--- src/rtl/bcd_pkg.sv ---
// rtl/bcd_pkg.sv - shared BCD definitions for the digit-entry and display paths
package bcd_pkg;

   // Entry FSM states
   typedef enum logic [1:0] {
      ST_IDLE  = 2'd0,
      ST_CONV  = 2'd1,
      ST_CHECK = 2'd2,
      ST_OUT   = 2'd3
   } bcd_state_e;

   // Largest legal BCD digit value
   localparam logic [3:0] BCD_MAX_DIGIT = 4'd9;

   // Ceiling log2; returns 0 for values <= 1
   function automatic int clog2(input longint value);
      longint v;
      int     r;
      v = value - 1;
      r = 0;
      while (v > 0) begin
         r = r + 1;
         v = v >>> 1;
      end
      return r;
   endfunction

   // 10 raised to n
   function automatic longint pow10(input int n);
      longint p;
      p = 1;
      for (int i = 0; i < n; i++) begin
         p = p * 10;
      end
      return p;
   endfunction

   // Accumulator width able to hold any ndig-digit decimal value
   function automatic int acc_width(input int ndig);
      return clog2(pow10(ndig));
   endfunction

endpackage

--- src/rtl/bcd_mac10.sv ---
// rtl/bcd_mac10.sv - combinational acc*10 + digit step for BCD-to-binary conversion
module bcd_mac10 #(
   parameter int ACC_W = 7
) (
   input  logic [ACC_W-1:0] acc_i,
   input  logic [3:0]       digit_i,
   output logic [ACC_W-1:0] acc_o
);

   // Multiply by ten as (acc<<3)+(acc<<1) so no multiplier is inferred
   always_comb begin
      acc_o = (acc_i << 3) + (acc_i << 1) + ACC_W'(digit_i);
   end

endmodule

--- src/rtl/bcd_bin_entry.sv ---
// rtl/bcd_bin_entry.sv - serial BCD digit entry, conversion to binary and range check
// Optional build macro: BCD_AUTO_COMMIT_EN (start conversion as soon as the buffer fills)
module bcd_bin_entry
   import bcd_pkg::*;
#(
   parameter int NDIG    = 2,
   parameter int BIN_W   = 6,
   parameter int MAX_VAL = 59
) (
   input  logic                                 clk,
   input  logic                                 rst_n,
   input  logic                                 clear,
   input  logic                                 digit_valid,
   input  logic [3:0]                           digit,
   output logic                                 digit_ready,
   input  logic                                 commit,
   output logic                                 bin_valid,
   output logic [BIN_W-1:0]                     bin,
   input  logic                                 bin_ready,
   output logic                                 err,
   output logic [clog2(longint'(NDIG + 1))-1:0] ndig_cnt
);

   localparam int CNT_W = clog2(longint'(NDIG + 1));
   localparam int ACC_W = acc_width(NDIG);

   bcd_state_e                state_q, state_d;
   logic [NDIG-1:0][3:0]      buf_q, buf_d;
   logic [CNT_W-1:0]          cnt_q, cnt_d;
   logic [CNT_W-1:0]          idx_q, idx_d;
   logic [ACC_W-1:0]          acc_q, acc_d;
   logic [BIN_W-1:0]          bin_q, bin_d;
   logic                      bin_valid_q, bin_valid_d;
   logic                      err_q, err_d;
   logic [3:0]                digit_sel;
   logic [ACC_W-1:0]          acc_next;

   // Pick the digit to fold in next; oldest digit sits at index idx_q-1
   always_comb begin
      digit_sel = 4'd0;
      for (int i = 0; i < NDIG; i++) begin
         if (idx_q == CNT_W'(i + 1)) begin
            digit_sel = buf_q[i];
         end
      end
   end

   bcd_mac10 #(
      .ACC_W (ACC_W)
   ) u_mac10 (
      .acc_i   (acc_q),
      .digit_i (digit_sel),
      .acc_o   (acc_next)
   );

   // Next-state logic: entry, conversion, range check, output handshake
   always_comb begin
      state_d     = state_q;
      buf_d       = buf_q;
      cnt_d       = cnt_q;
      idx_d       = idx_q;
      acc_d       = acc_q;
      bin_d       = bin_q;
      bin_valid_d = bin_valid_q;
      err_d       = 1'b0;

      unique case (state_q)
         ST_IDLE: begin
            if (digit_valid) begin
               if (digit > BCD_MAX_DIGIT) begin
                  err_d = 1'b1;
               end else if (cnt_q == CNT_W'(NDIG)) begin
                  err_d = 1'b1;
               end else begin
                  for (int i = NDIG - 1; i > 0; i--) begin
                     buf_d[i] = buf_q[i-1];
                  end
                  buf_d[0] = digit;
                  cnt_d    = cnt_q + CNT_W'(1);
               end
            end
            // A coincident legal digit is already counted in cnt_d, so commit includes it
`ifdef BCD_AUTO_COMMIT_EN
            if ((commit && (cnt_d != '0)) ||
                ((cnt_d == CNT_W'(NDIG)) && (cnt_q != CNT_W'(NDIG)))) begin
`else
            if (commit && (cnt_d != '0)) begin
`endif
               acc_d   = '0;
               idx_d   = cnt_d;
               state_d = ST_CONV;
            end
         end
         ST_CONV: begin
            acc_d = acc_next;
            idx_d = idx_q - CNT_W'(1);
            if (idx_q == CNT_W'(1)) begin
               state_d = ST_CHECK;
            end
         end
         ST_CHECK: begin
            if (acc_q <= ACC_W'(MAX_VAL)) begin
               bin_d       = BIN_W'(acc_q);
               bin_valid_d = 1'b1;
               state_d     = ST_OUT;
            end else begin
               err_d   = 1'b1;
               buf_d   = '0;
               cnt_d   = '0;
               state_d = ST_IDLE;
            end
         end
         ST_OUT: begin
            if (bin_ready) begin
               bin_valid_d = 1'b0;
               buf_d       = '0;
               cnt_d       = '0;
               state_d     = ST_IDLE;
            end
         end
         default: begin
            state_d = ST_IDLE;
         end
      endcase

      // Abort wins over everything, including a completing handshake
      if (clear) begin
         state_d     = ST_IDLE;
         buf_d       = '0;
         cnt_d       = '0;
         idx_d       = '0;
         bin_valid_d = 1'b0;
         err_d       = 1'b0;
      end
   end

   // State registers
   always_ff @(posedge clk or negedge rst_n) begin
      if (!rst_n) begin
         state_q     <= ST_IDLE;
         buf_q       <= '0;
         cnt_q       <= '0;
         idx_q       <= '0;
         acc_q       <= '0;
         bin_q       <= '0;
         bin_valid_q <= 1'b0;
         err_q       <= 1'b0;
      end else begin
         state_q     <= state_d;
         buf_q       <= buf_d;
         cnt_q       <= cnt_d;
         idx_q       <= idx_d;
         acc_q       <= acc_d;
         bin_q       <= bin_d;
         bin_valid_q <= bin_valid_d;
         err_q       <= err_d;
      end
   end

   assign digit_ready = (state_q == ST_IDLE);
   assign bin_valid   = bin_valid_q;
   assign bin         = bin_q;
   assign err         = err_q;
   assign ndig_cnt    = cnt_q;

endmodule

--- config.mk ---
export PLATFORM = sky130hd
export DESIGN_NAME = bcd_bin_entry
export DESIGN_NICKNAME = d
export VERILOG_FILES = /design/src/rtl/bcd_pkg.sv /design/src/rtl/bcd_mac10.sv /design/src/rtl/bcd_bin_entry.sv
export SDC_FILE = /design/constraint.sdc
export NUM_CORES = 1
export LEC_CHECK = 0
export BUFFER_PORTS_ARGS = -buffer_cell sky130_fd_sc_hd__buf_2
export CORE_MARGIN = 1.5
export CORE_UTILIZATION = 35
export DETAILED_ROUTE_END_ITERATION = 12
export GPL_ROUTABILITY_DRIVEN = 0
export GPL_TIMING_DRIVEN = 0
export PLACE_DENSITY = 0.51
export SLEW_MARGIN = 20
export SYNTH_ARGS = -nofsm -noshare
export SYNTH_HDL_FRONTEND = slang
export SYNTH_HIERARCHICAL = 1
export SYNTH_SLANG_ARGS = --single-unit
--- constraint.sdc ---
create_clock -name clk -period 4.74 [get_ports clk]
set_input_delay 1.185 -clock clk [delete_from_list [all_inputs] [get_ports clk]]
set_output_delay 1.185 -clock clk [all_outputs]
set_load 0.02 [all_outputs]
==> flow_metrics.tcl <==
set metrics [dict create \
    syn_area_per_cell_um2 10.51 \
    p_leak_nw 1.024 \
    cp-end-kind "flop" \
    routed_via_density 4.992 \
    antenna_found_initial 0 \
    path_max_fanout 6 \
    ctsResizeCount 0 \
    grt_usage_pct 14.69 \
    cts.htree.levels 2 \
    total_power_mw 0.6291 \
    max_slew_margin_pct 56.31 \
    first_iter_violations 64 \
    cp_data_arrival_time_ns 2.97 \
    clock_sinks 29 \
    final_common_cell "dfrtp_1" \
    fmax_mhz 357.4 \
    netlist-cell-type-count 42 \
    hold_path.class "reg -> reg" \
    period_minus_slack_ns 2.798 \
    powerDensity_mw_per_mm2 312.9 \
    core_region_area_mm2 0.004755 \
    ys_warn_count 6 \
    nNetsFinal 216 \
    drv_slew 0 \
    critPathLaunchType "flop" \
    cts_buffers 5 \
    ys_seq_area_share_pct 41.58 \
    synth_cells 166 \
    cts_hold_buf 0 \
    synth_fp_nets 190 \
    grt_max_degree 30 \
    clock_tree.buffer_depth 2 \
    rsz0062_at_grt "false" \
    fin_skew_ns 0.007498 \
    antenna_cells 0 \
    drive_gt1_share_pct 21.88 \
    hold_viol 0 \
    setup_viol 0 \
    crit_type "reg -> reg" \
    grt.overflow.total 0 \
    die_w_um 73.62 \
    grt_pass1_vias 1263 \
    ant_nets 0 \
    wl_per_cell_um 13.49 \
    syn_to_final_growth_pct 15.20 \
    worstSkewPairLatency_ns 0.28 \
    drt_drc_violations_left 0 \
    num_vias 1293 \
    rows 25 \
    firstDrtPassIters 4 \
    vdd_drop_max_v 0.0001530 \
    totalWireLength_um 3495 \
    clk_pin_slew_ns 0.06 \
    fillers 491 \
    final_cell_mix "dfrtp_1 (29), nand2_1 (24), buf_2 (21)" \
    boundaryPins 21 \
    port_buffers 19 \
    status "completed" \
    grt_pass1_wl_um 6058 \
    start_util_pct 36.71 \
    die-area_mm2 0.005420 \
    fin_tns_setup_ns 0 \
    crit_required_ns 4.91 \
    die_y_um 73.62 \
    maxCapViolCount 0 \
    syn_area_mm2 0.001745 \
    tritoncts "done" \
    ys_ff_latch 29 \
    period_share_pct 59.03 \
    hpwl_um 2612 \
    worst_pin_slew_ns 0.6553 \
    cts_root_buf "clkbuf_8" \
    post_cts.repair.setup_buffers 0 \
]
-- flip-flops by register name, indices dropped and copies added, names as in the netlist --
register / cells
acc_q: 7
bin: 6
bin_valid: 1
buf_q: 8
err: 1
idx_q: 2
ndig_cnt: 2
state_q: 2
-- area by class of cell --
cell class,instances,area [um2],share of cell area (%)
well taps,67,83.83,4.169
clock buffers,7,86.33,4.294
flip-flops and latches,29,725.7,36.09
multi-input cells,116,930.9,46.30
repair buffers,19,95.09,4.729
plain buffers,5,28.78,1.431
inverters,16,60.06,2.987
-- final timing paths --
kind	slack [ns]	cells past startpoint	to	from
min reg2reg	0.50	1	bin[1]	bin[1]
max	1.94	12	acc_q[6]	idx_q[0]
max reg2reg	1.94	12	acc_q[6]	idx_q[0]
min in group asynchronous	0.93	1	bin[5]	rst_n
max in group asynchronous	3.38	1	acc_q[2]	rst_n
min	0.50	1	bin[1]	bin[1]
-- logic make-up (layout without fill, tap and decap cells) --
family | after synthesis | after routing | synth area share [%]
simple gates | 44 | 44 | 12.55
compound gates | 38 | 38 | 18.07
flops | 29 | 29 | 41.58
buf+inv | 21 | 47 | 5.089
mux | 15 | 15 | 9.319
fa+ha+maj | 14 | 14 | 10.90
xor+xnor | 5 | 5 | 2.509
-- routing by layer --
layer  routed length (um)  GRT usage (%)  vias to the layer above
li1                     -              -                      634
met1                 1637          19.90                      617
met2                 1635          22.72                       34
met3                  172          3.704                        8
met4                   49          5.144                        0
met5                    0              0                        -
-- power by group --
part | switching (mW) | leakage, nW | internal [mW]
Sequential | 0.0158 | 0.400 | 0.266
Combinational | 0.0849 | 0.580 | 0.0591
Clock | 0.0887 | 0.0443 | 0.115
-- Yosys cell counts (all sizes together) --
cell type	number	area share, %
and2	1	0.36
xnor2	5	2.5
nor2	5	1.1
or2b	1	0.43
mux2i	8	4.6
buf	4	1.4
fa	2	2.3
inv	16	3.4
dfrtp	29	42
a31oi	2	1.1
nand2	24	5.2
nand2b	2	0.72
o31ai	1	0.43
nor4	1	0.36
a2bb2oi	1	0.50
o2bb2ai	2	1.0
a41oi	1	0.93
a21o	2	0.86
o311a	1	0.57
a22o	10	5.0
nor2b	3	1.1
o31a	1	0.50
a2111o	1	0.65
nor4b	1	0.50
nand3	2	1.3
nand3b	2	0.86
ha	12	8.6
o211a	1	0.57
a21oi	9	3.4
clkbuf	1	0.21
and3	2	0.72
mux2	7	4.7
o21ai	3	1.1
a211o	2	1.0
a211oi	1	0.43
-- stage by stage --
step                worst slack [ns]  hold WS [ns]  utilization [%]  instance area, um2  cells
global route                   1.755        0.5146            42.29                2011    259
CTS                            1.925        0.5038            42.29                2011    259
detailed placement             1.952        0.4907            40.47                1924    252
global placement               1.956        0.4839            40.47                1924    252
floorplan                      2.178        0.4961                -                1745    166
finish                         1.942        0.4970            42.29                2011    259
-- critical path, stage by stage (launching register included) --
cell and delay [ns]:
dfrtp_1 0.36, inv_1 0.07, ha_1 0.27, nor2b_1 0.23, a22o_1 0.17, inv_1 0.05
fa_1 0.48, fa_1 0.48, inv_1 0.08, a21o_1 0.12, a21oi_2 0.06, xnor2_1 0.12
a22o_1 0.19
(Power assumes the default switching activity.)
